[src/rtl/tpx3_link_status_pkg.sv]
// Shared lane-state encodings, counter widths and helpers for the Timepix3 link-status monitor.
package tpx3_link_status_pkg;

    typedef enum logic [1:0] {
        ST_DOWN = 2'd0,
        ST_UP   = 2'd1,
        ST_LOST = 2'd2
    } lane_state_t;

    localparam int FAST_MS = 32;
    localparam int CNT_W   = 8;

    function automatic logic [CNT_W-1:0] sat_inc(input logic [CNT_W-1:0] v);
        return (v == {CNT_W{1'b1}}) ? v : v + CNT_W'(1);
    endfunction

endpackage

[src/rtl/tpx3_lane_monitor.sv]
// One link flag: 2-flop synchroniser, debounce filter, DOWN/UP/LOST state machine,
// hold timer for visible loss events and a saturating loss counter.
module tpx3_lane_monitor
    import tpx3_link_status_pkg::*;
#(
    parameter int DEBOUNCE = 4,
    parameter int HOLD_MS  = 250
) (
    input  logic             clk,
    input  logic             rst,
    input  logic             async_in,
    input  logic             tick,
    input  logic             fast,
    input  logic             clr_cnt,
    output logic             filt,
    output logic             up_nxt,
    output logic             lost_nxt,
    output logic             led,
    output logic [CNT_W-1:0] loss_cnt
);

    localparam int DB_W   = $clog2(DEBOUNCE + 1);
    localparam int HOLD_W = $clog2(HOLD_MS + 1);

    logic              sync_p0;
    logic              sync_p1;
    logic [DB_W-1:0]   db_cnt;
    lane_state_t       state;
    lane_state_t       state_nxt;
    logic [HOLD_W-1:0] hold_cnt;
    logic [HOLD_W-1:0] hold_nxt;
    logic              loss_evt;

    // stage p0/p1: metastability guard for the asynchronous flag
    always_ff @(posedge clk or posedge rst) begin
        if (rst) begin
            sync_p0 <= 1'b0;
            sync_p1 <= 1'b0;
        end else begin
            sync_p0 <= async_in;
            sync_p1 <= sync_p0;
        end
    end

    // debounce: the run of differing samples must reach DEBOUNCE before the filtered value flips
    always_ff @(posedge clk or posedge rst) begin
        if (rst) begin
            filt   <= 1'b0;
            db_cnt <= '0;
        end else if (sync_p1 == filt) begin
            db_cnt <= '0;
        end else if (db_cnt == DB_W'(DEBOUNCE - 1)) begin
            filt   <= sync_p1;
            db_cnt <= '0;
        end else begin
            db_cnt <= db_cnt + DB_W'(1);
        end
    end

    always_comb begin
        state_nxt = state;
        hold_nxt  = hold_cnt;
        loss_evt  = 1'b0;
        case (state)
            ST_DOWN: begin
                if (filt) state_nxt = ST_UP;
            end
            ST_UP: begin
                if (!filt) begin
                    state_nxt = ST_LOST;
                    hold_nxt  = HOLD_W'(HOLD_MS);
                    loss_evt  = 1'b1;
                end
            end
            ST_LOST: begin
                if (filt) begin
                    state_nxt = ST_UP;
                end else if (tick) begin
                    if (hold_cnt == HOLD_W'(1)) begin
                        state_nxt = ST_DOWN;
                        hold_nxt  = '0;
                    end else begin
                        hold_nxt = hold_cnt - HOLD_W'(1);
                    end
                end
            end
            default: begin
                state_nxt = ST_DOWN;
                hold_nxt  = '0;
            end
        endcase
    end

    assign up_nxt   = (state_nxt == ST_UP);
    assign lost_nxt = (state_nxt == ST_LOST);

    // LED and counter are registered from the next state so they move together with it
    always_ff @(posedge clk or posedge rst) begin
        if (rst) begin
            state    <= ST_DOWN;
            hold_cnt <= '0;
            led      <= 1'b0;
            loss_cnt <= '0;
        end else begin
            state    <= state_nxt;
            hold_cnt <= hold_nxt;
            led      <= up_nxt | (lost_nxt & fast);
            if (clr_cnt)
                loss_cnt <= '0;
            else if (loss_evt)
                loss_cnt <= sat_inc(loss_cnt);
        end
    end

endmodule

[src/rtl/tpx3_link_status.sv]
// Board link-status monitor: per-lane RX_READY and ETH_STATUS_OK monitors, ms prescaler,
// heartbeat and fast-blink generators, and the registered LED / LINKUP summary.
module tpx3_link_status
    import tpx3_link_status_pkg::*;
#(
    parameter int NUM_LANES = 8,
    parameter int TICK_DIV  = 125000,
    parameter int DEBOUNCE  = 4,
    parameter int HOLD_MS   = 250,
    parameter int BLINK_MS  = 500
) (
    input  logic                       BUS_CLK,
    input  logic                       BUS_RST,
    input  logic [NUM_LANES-1:0]       RX_READY,
    input  logic                       ETH_STATUS_OK,
    input  logic                       CLR_CNT,
    output logic [NUM_LANES-1:0]       LED,
    output logic [3:0]                 FMC_LED,
    output logic                       LINKUP,
    output logic [CNT_W*NUM_LANES-1:0] LOSS_CNT
);

    localparam int PRE_W   = (TICK_DIV > 1) ? $clog2(TICK_DIV) : 1;
    localparam int BLINK_W = (BLINK_MS > 1) ? $clog2(BLINK_MS) : 1;
    localparam int FAST_W  = $clog2(FAST_MS);

    logic [PRE_W-1:0]     presc;
    logic                 tick;
    logic [BLINK_W-1:0]   blink_cnt;
    logic [FAST_W-1:0]    fast_cnt;
    logic                 hb;
    logic                 fast;
    logic                 up_any;
    logic                 lost_any;
    logic [NUM_LANES-1:0] lane_up_nxt;
    logic [NUM_LANES-1:0] lane_lost_nxt;
    logic [NUM_LANES-1:0] lane_unused_filt;
    logic                 eth_filt;
    logic                 eth_unused_up;
    logic                 eth_unused_lost;
    logic                 eth_unused_led;
    logic [CNT_W-1:0]     eth_unused_cnt;

    always_ff @(posedge BUS_CLK or posedge BUS_RST) begin
        if (BUS_RST) begin
            presc <= '0;
            tick  <= 1'b0;
        end else if (presc == PRE_W'(TICK_DIV - 1)) begin
            presc <= '0;
            tick  <= 1'b1;
        end else begin
            presc <= presc + PRE_W'(1);
            tick  <= 1'b0;
        end
    end

    always_ff @(posedge BUS_CLK or posedge BUS_RST) begin
        if (BUS_RST) begin
            blink_cnt <= '0;
            fast_cnt  <= '0;
            hb        <= 1'b0;
            fast      <= 1'b0;
        end else if (tick) begin
            if (blink_cnt == BLINK_W'(BLINK_MS - 1)) begin
                blink_cnt <= '0;
                hb        <= ~hb;
            end else begin
                blink_cnt <= blink_cnt + BLINK_W'(1);
            end
            if (fast_cnt == FAST_W'(FAST_MS - 1)) begin
                fast_cnt <= '0;
                fast     <= ~fast;
            end else begin
                fast_cnt <= fast_cnt + FAST_W'(1);
            end
        end
    end

    for (genvar i = 0; i < NUM_LANES; i++) begin : g_lane
        tpx3_lane_monitor #(
            .DEBOUNCE (DEBOUNCE),
            .HOLD_MS  (HOLD_MS)
        ) u_lane (
            .clk      (BUS_CLK),
            .rst      (BUS_RST),
            .async_in (RX_READY[i]),
            .tick     (tick),
            .fast     (fast),
            .clr_cnt  (CLR_CNT),
            .filt     (lane_unused_filt[i]),
            .up_nxt   (lane_up_nxt[i]),
            .lost_nxt (lane_lost_nxt[i]),
            .led      (LED[i]),
            .loss_cnt (LOSS_CNT[CNT_W*i +: CNT_W])
        );
    end

    // only the debounced flag of the Ethernet monitor is consumed
    tpx3_lane_monitor #(
        .DEBOUNCE (DEBOUNCE),
        .HOLD_MS  (HOLD_MS)
    ) u_eth (
        .clk      (BUS_CLK),
        .rst      (BUS_RST),
        .async_in (ETH_STATUS_OK),
        .tick     (tick),
        .fast     (fast),
        .clr_cnt  (1'b0),
        .filt     (eth_filt),
        .up_nxt   (eth_unused_up),
        .lost_nxt (eth_unused_lost),
        .led      (eth_unused_led),
        .loss_cnt (eth_unused_cnt)
    );

    always_ff @(posedge BUS_CLK or posedge BUS_RST) begin
        if (BUS_RST) begin
            LINKUP   <= 1'b0;
            up_any   <= 1'b0;
            lost_any <= 1'b0;
        end else begin
            LINKUP   <= eth_filt;
            up_any   <= |lane_up_nxt;
            lost_any <= |lane_lost_nxt;
        end
    end

    assign FMC_LED = {LINKUP, up_any, hb, lost_any};

endmodule

[config.mk]
export PLATFORM = sky130hd
export DESIGN_NAME = tpx3_link_status
export DESIGN_NICKNAME = d
export VERILOG_FILES = /design/src/rtl/tpx3_link_status_pkg.sv /design/src/rtl/tpx3_lane_monitor.sv /design/src/rtl/tpx3_link_status.sv
export SDC_FILE = /design/constraint.sdc
export NUM_CORES = 1
export LEC_CHECK = 0
export CAP_MARGIN = 20
export CELL_PAD_IN_SITES_DETAIL_PLACEMENT = 0
export CELL_PAD_IN_SITES_GLOBAL_PLACEMENT = 1
export CORE_MARGIN = 2
export CORE_UTILIZATION = 45
export CTS_CLUSTER_SIZE = 8
export DETAILED_ROUTE_END_ITERATION = 16
export PLACE_DENSITY_LB_ADDON = 0.3
export SLEW_MARGIN = 20
export SYNTH_ARGS = -nofsm -noshare
export SYNTH_HDL_FRONTEND = slang
export SYNTH_SLANG_ARGS = --single-unit
[constraint.sdc]
create_clock -name BUS_CLK -period 11.4 [get_ports BUS_CLK]
set_input_delay 1.71 -clock BUS_CLK [delete_from_list [all_inputs] [get_ports BUS_CLK]]
set_output_delay 1.71 -clock BUS_CLK [all_outputs]
set_load 0.03 [all_outputs]
# Word level (Yosys, flattened, before mapping)

Cells that the tools add are included.

Reductions and logical operators: 45
Bitwise gates (word level): 35
Add/subtract/negate cells: 28
Equal/unequal tests: 101
Mux-type cells: 150

Operators with widths:

| cell                                                                   | count |
|---|---|
| 8-bit two-way mux                                                      | 56 |
| 8-bit case mux with 3 select lines                                     | 8 |
| 2-bit two-way mux                                                      | 40 |
| 8-bit by 1-bit adder with 8-bit output (second input constant)         | 8 |
| 8-bit by 1-bit equality test with 1-bit output (second input constant) | 8 |
| 8-bit equality test (second input constant)                            | 8 |
| 2-bit != test (second input constant)                                  | 32 |
| 8-bit by 1-bit subtractor with 8-bit output (second input constant)    | 8 |
| 3-bit two-way mux                                                      | 18 |
| 2-bit case mux with 3 select lines                                     | 8 |
| 2-bit AND reduction                                                    | 19 |
| 2-bit by 1-bit equality test with 1-bit output (second input constant) | 16 |
| 2-bit equality test (second input constant)                            | 16 |
| 4-bit AND reduction                                                    | 8 |
| 3-bit by 1-bit adder with 3-bit output (second input constant)         | 9 |
| 3-bit by 2-bit equality test with 1-bit output (second input constant) | 9 |
| 1-bit inverter                                                         | 19 |
| 17-bit by 1-bit adder with 17-bit output (second input constant)       | 1 |
| 17-bit equality test (second input constant)                           | 1 |
| 1-bit two-way mux                                                      | 17 |
| 17-bit two-way mux                                                     | 1 |
| 2-bit logical NOT                                                      | 8 |
| 2-bit nonzero test                                                     | 8 |
| 8-bit OR reduction                                                     | 2 |
| other kinds (9)                                                        | 31 |

Output and inout port bits: 77
Bits of input ports: 12
Register bits: 243

# Depth between registers and ports, before layout

Word-level depth: 8
Mapped depth: 9

# Hierarchy

A second synthesis with hierarchy kept.

Cells, all modules: 1,422
Area total of the unflattened synthesis: 14,259.9 µm²

By module, submodules not included:

| module            | cells an instance | area an instance (µm²) | instances |
|---|---|---|---|
| tpx3_lane_monitor | 140               | 1,390.1                | 9 |
| tpx3_link_status  | 162               | 1,749.2                | 1 |

# Worst setup path before layout

Ideal clock, no wire load.

Kind: input-to-reg
From: input port CLR_CNT
To: register g_lane[1].u_lane.loss_cnt[3]
Required time: 11.268 ns
Setup time: 0.132 ns
Path slack: 8.956 ns
Stages on the path: 3
Arrival: 2.312 ns
Cell sequence: buf_1 -> clkbuf_1 -> nor2_1

Cells in the longest elaborated chain, start to end: 2

RTL lines:

| element                                                              | RTL line                 | source |
|---|---|---|
| from (decl)                                                          | tpx3_link_status.sv:16   | `input logic CLR_CNT,` |
| 2-bit != test (no line) / 2-bit nonzero test (equally long branches) | -                        |  |
| 2-bit AND reduction (no line)                                        | -                        |  |
| to (signal assigned)                                                 | tpx3_lane_monitor.sv:111 | `loss_cnt <= sat_inc(loss_cnt);` |
| to (decl)                                                            | tpx3_lane_monitor.sv:19  | `output logic [CNT_W-1:0] loss_cnt` |

Several ways; a longest one is shown, not always the timed one.
A chain may end at the register's enable or synchronous reset.

# Worst setup path after layout

From: register g_lane[3].u_lane.loss_cnt[2]
To: output port LOSS_CNT[26]

RTL lines:

| element                | RTL line                 | source |
|---|---|---|
| from (decl)            | tpx3_lane_monitor.sv:19  |  |
| from (signal assigned) | tpx3_lane_monitor.sv:111 |  |
| to (decl)              | tpx3_link_status.sv:20   | `output logic [CNT_W*NUM_LANES-1:0] LOSS_CNT` |

No word-level cell between the ends.

==> results.md <==
- CP peak stage delay: 0.75 ns
- Die W: 170 um
- Cts bufs inserted: 36
- DIE HEIGHT: 170 um
- Max-Slew Margin vs Limit: 0.420
- Synth top area share: 0.492
- Unrepaired setup endpoints after global routing: false
- Sequential area share after synthesis: 0.492
- Area Growth Syn to Fin: 16.5%
- Synth warn: 0
- GRT overflow: 0
- Critical Path Fanout Max: 6
- WP data required: between 9 and 10 ns
- Worst slew pin tran: 0.871 ns
- Endpoints failing hold: 0
- Worst Hold Launch: g_lane[3].u_lane.sync_p0
- Final setup fails: 0
- Drt total wl: 25900 um
- Post-route design area: 14400 um2
- Gp weighted congestion: 0.775
- Leading post-synthesis cells by cell area: dfrtp_1 49%, ha_1 7.0%, nor2_1 4.1%, o21ai_0 3.5%, xor2_1 3.5%
- Hold Buf Count CTS: 0
- CP Data Arrival Time: ~1.7 ns
- Nets@finish: 1401
- Critical-path cell list: clkdlybuf4s50_1
- Status: complete, no violations
- DR iter-0 viols: 547
- Largest net degree at the start of global routing: 126
- Vias in the first global route: just under 9000
- Vias per cell: 5.53
- Buffers on Ports: 88
- Top-count cell post-synth: dfrtp_1
- Top FF cell, synth: dfrtp_1
- CTS tree: yes
- DRT antenna net count: 0
- Worst Hold Depth: 0
- Final Max Slew Viols: 0
- Clk sinks: 243
- FF-to-FF Start: g_lane[4].u_lane.hold_cnt[1]
- Dpl cells: 1623
- Slowest cell on crit path: clkdlybuf4s50_1
- VDD IR-drop max: 107 uV
- Delay-heaviest family, CP: buffers and inverters
- Reg2Reg Depth: 8
- Reg-to-reg slack, setup: approximately 8.8 ns
- Asr flop ratio synth: 1.00
- First-pass GRT wire length: 44400 um
- Yosys reg bits: 243
- Period utilisation layout: 0.300
- Synth Area per Inst: 10.0 um2
- Critical R2R Capture: lost_any
- GRT Resource Usage Total: 0.186
- Post-Syn Instances: between 1000 and 1500
- Hold/Removal Path Class: flop to flop
- Critical path class: flop to output pin
- Layout cell share with drive strength beyond 1: 0.0561
- Ant diodes: 0
- Detailed Place HPWL: 17500 um
- Initial antenna violation count: 0
- Worst Skew: 0.0128 ns
- Drt first pass iters: 5
- Die footprint: 28800 um2
- # rows: 60
- Largest area contributor in the netlist: dfrtp_1
- Clk slew on worst S/H paths: 0.05 ns
- Hold Path Sink: g_lane[3].u_lane.sync_p1
- Top cells by count, synth: 243 x dfrtp_1, 134 x nor2_1, 95 x nand2_1, 86 x o21ai_0, 69 x ha_1
- Core Region: roughly 27000 um2
- Max Buffers Root-to-Sink: 3
- Post-synth EDFFs: 0
- Max-cap violations: 0
- Crit. End Element: output pin
- Post-CTS setup buffer count: 0
- Syn nets: ~1300
- PD cells: between 200 and 250 nW/um2
- Post-CTS resize count: 0
- Clock Latency Late Sink: 0.50 ns
- Final hold slack: 0.344 ns
- Post-synthesis cell type count: 76
- Static Leakage: around 0.0064 uW
- Initial core utilization: 0.459
- Max Clk Rate: 293 MHz
- Post-synthesis cell area: 12400 um2
- CTS root buf: clkbuf_16
- Startpoint Class: flop
- Fin cells: 1661
- WL/cell: 15.6 um
- Worst Path Buf+Inv: 1
- Area after DPL: 13500 um2
- Crit path time final: around 3.4 ns
- Vias: 9191
- DR DRC count: 0
- I/O pin total: 89
- Fin Setup TNS: 0 ns
- Fin util: 0.534
- H-tree levels: 2
[routing by layer]
metal  wire length [um]  up-vias  track usage
li1                   -     4539            -
met3                898       33       0.0343
met4                393        0       0.0461
met1              12500     4489        0.259
met5                  0        -            0
met2              12100      130        0.301
[cell type report]
type | count | area, um2
clock buffers | 37 | 926
well taps | 341 | 427
flip-flops and latches | 243 | 6080
inverters | 53 | 206
repair buffers | 92 | 906
clock inverters | 1 | 7.51
multi-input cells | 894 | 5840
fillers | 2365 | 12600
[cell families (layout without fill, tap and decap cells)]
| family | Yosys count | in the layout | synth area share |
|---|---|---|---|
| and+or+nand+nor | 491 | 491 | 0.205 |
| xor gates and xnor gates | 81 | 81 | 0.0574 |
| muxes | 21 | 21 | 0.0182 |
| adders and majority gates | 69 | 69 | 0.0699 |
| DFF | 243 | 243 | 0.492 |
| AOI/OAI and AO/OA | 232 | 232 | 0.122 |
| buffers and inverters | 96 | 183 | 0.0352 |
[placed cells by master (no fill, tap or decap), types with 8 or more instances in the layout]
cell,count
a21o_1,12
a21oi_1,34
a31oi_1,9
and3_1,17
clkbuf_16,37
clkdlybuf4s50_1,87
dfrtp_1,243
ha_1,69
inv_1,52
mux2_2,12
mux2i_1,9
nand2_1,95
nand2b_1,15
nand3_1,43
nand4_1,27
nor2_1,134
nor2b_1,30
nor3_1,36
nor3b_1,17
o211ai_1,18
o21ai_0,86
o22ai_1,8
o311ai_0,17
or3_1,21
or4_1,8
xnor2_1,32
xor2_1,49
[per-stage QoR]
| stage | setup slack, ns | total power (uW) |
|---|---|---|
| 5_1_grt | 7.88 | 3780 |
| 3_3_place_gp | 7.63 | 2570 |
| 3_5_place_dp | 7.60 | 2590 |
| 6_report | 7.98 | 3500 |
| 2_1_floorplan | 3.02 | 2260 |
| 4_1_cts | 7.94 | 3540 |
[registers in the layout (all words and copies together), names as in the netlist]
register and count:
LINKUP 1, blink_cnt 9, fast 1, fast_cnt 5, g_lane.u_lane.db_cnt 24, g_lane.u_lane.filt 8
g_lane.u_lane.hold_cnt 64, g_lane.u_lane.led 8, g_lane.u_lane.loss_cnt 64, g_lane.u_lane.state 16, g_lane.u_lane.sync_p0 8, g_lane.u_lane.sync_p1 8
hb 1, lost_any 1, presc 17, tick 1, u_eth.db_cnt 3, u_eth.filt 1
u_eth.sync_p0 1, u_eth.sync_p1 1, up_any 1
[worst max-delay path by stage]
stage                                       from  slack [ns]  cells past startpoint                            to
finish              g_lane[3].u_lane.loss_cnt[2]        7.98                      1                  LOSS_CNT[26]
global route                             BUS_RST        7.88                      3                      presc[5]
CTS                 g_lane[3].u_lane.loss_cnt[2]        7.94                      1                  LOSS_CNT[26]
detailed placement                       BUS_RST        7.60                      3  g_lane[0].u_lane.hold_cnt[5]
global placement                         BUS_RST        7.63                      3                   fast_cnt[4]
floorplan                                BUS_RST        3.02                      1                        LINKUP
[worst reg2reg max path: cells and delay by family (launching register included)]
family,cells,cell delay (ns)
compound gates,2,0.71
flops,1,0.40
fa+ha+maj,1,0.14
simple gates,4,1.13
buf+inv,1,0.11
[power by group]
group          internal, uW  switching [uW]  leakage (uW)
Sequential             1050             196       0.00323
Combinational           545             786       0.00270
Clock                   566             355      0.000456
Total                  2170            1340       0.00638
No activity file was read; power rests on OpenSTA's default activity.
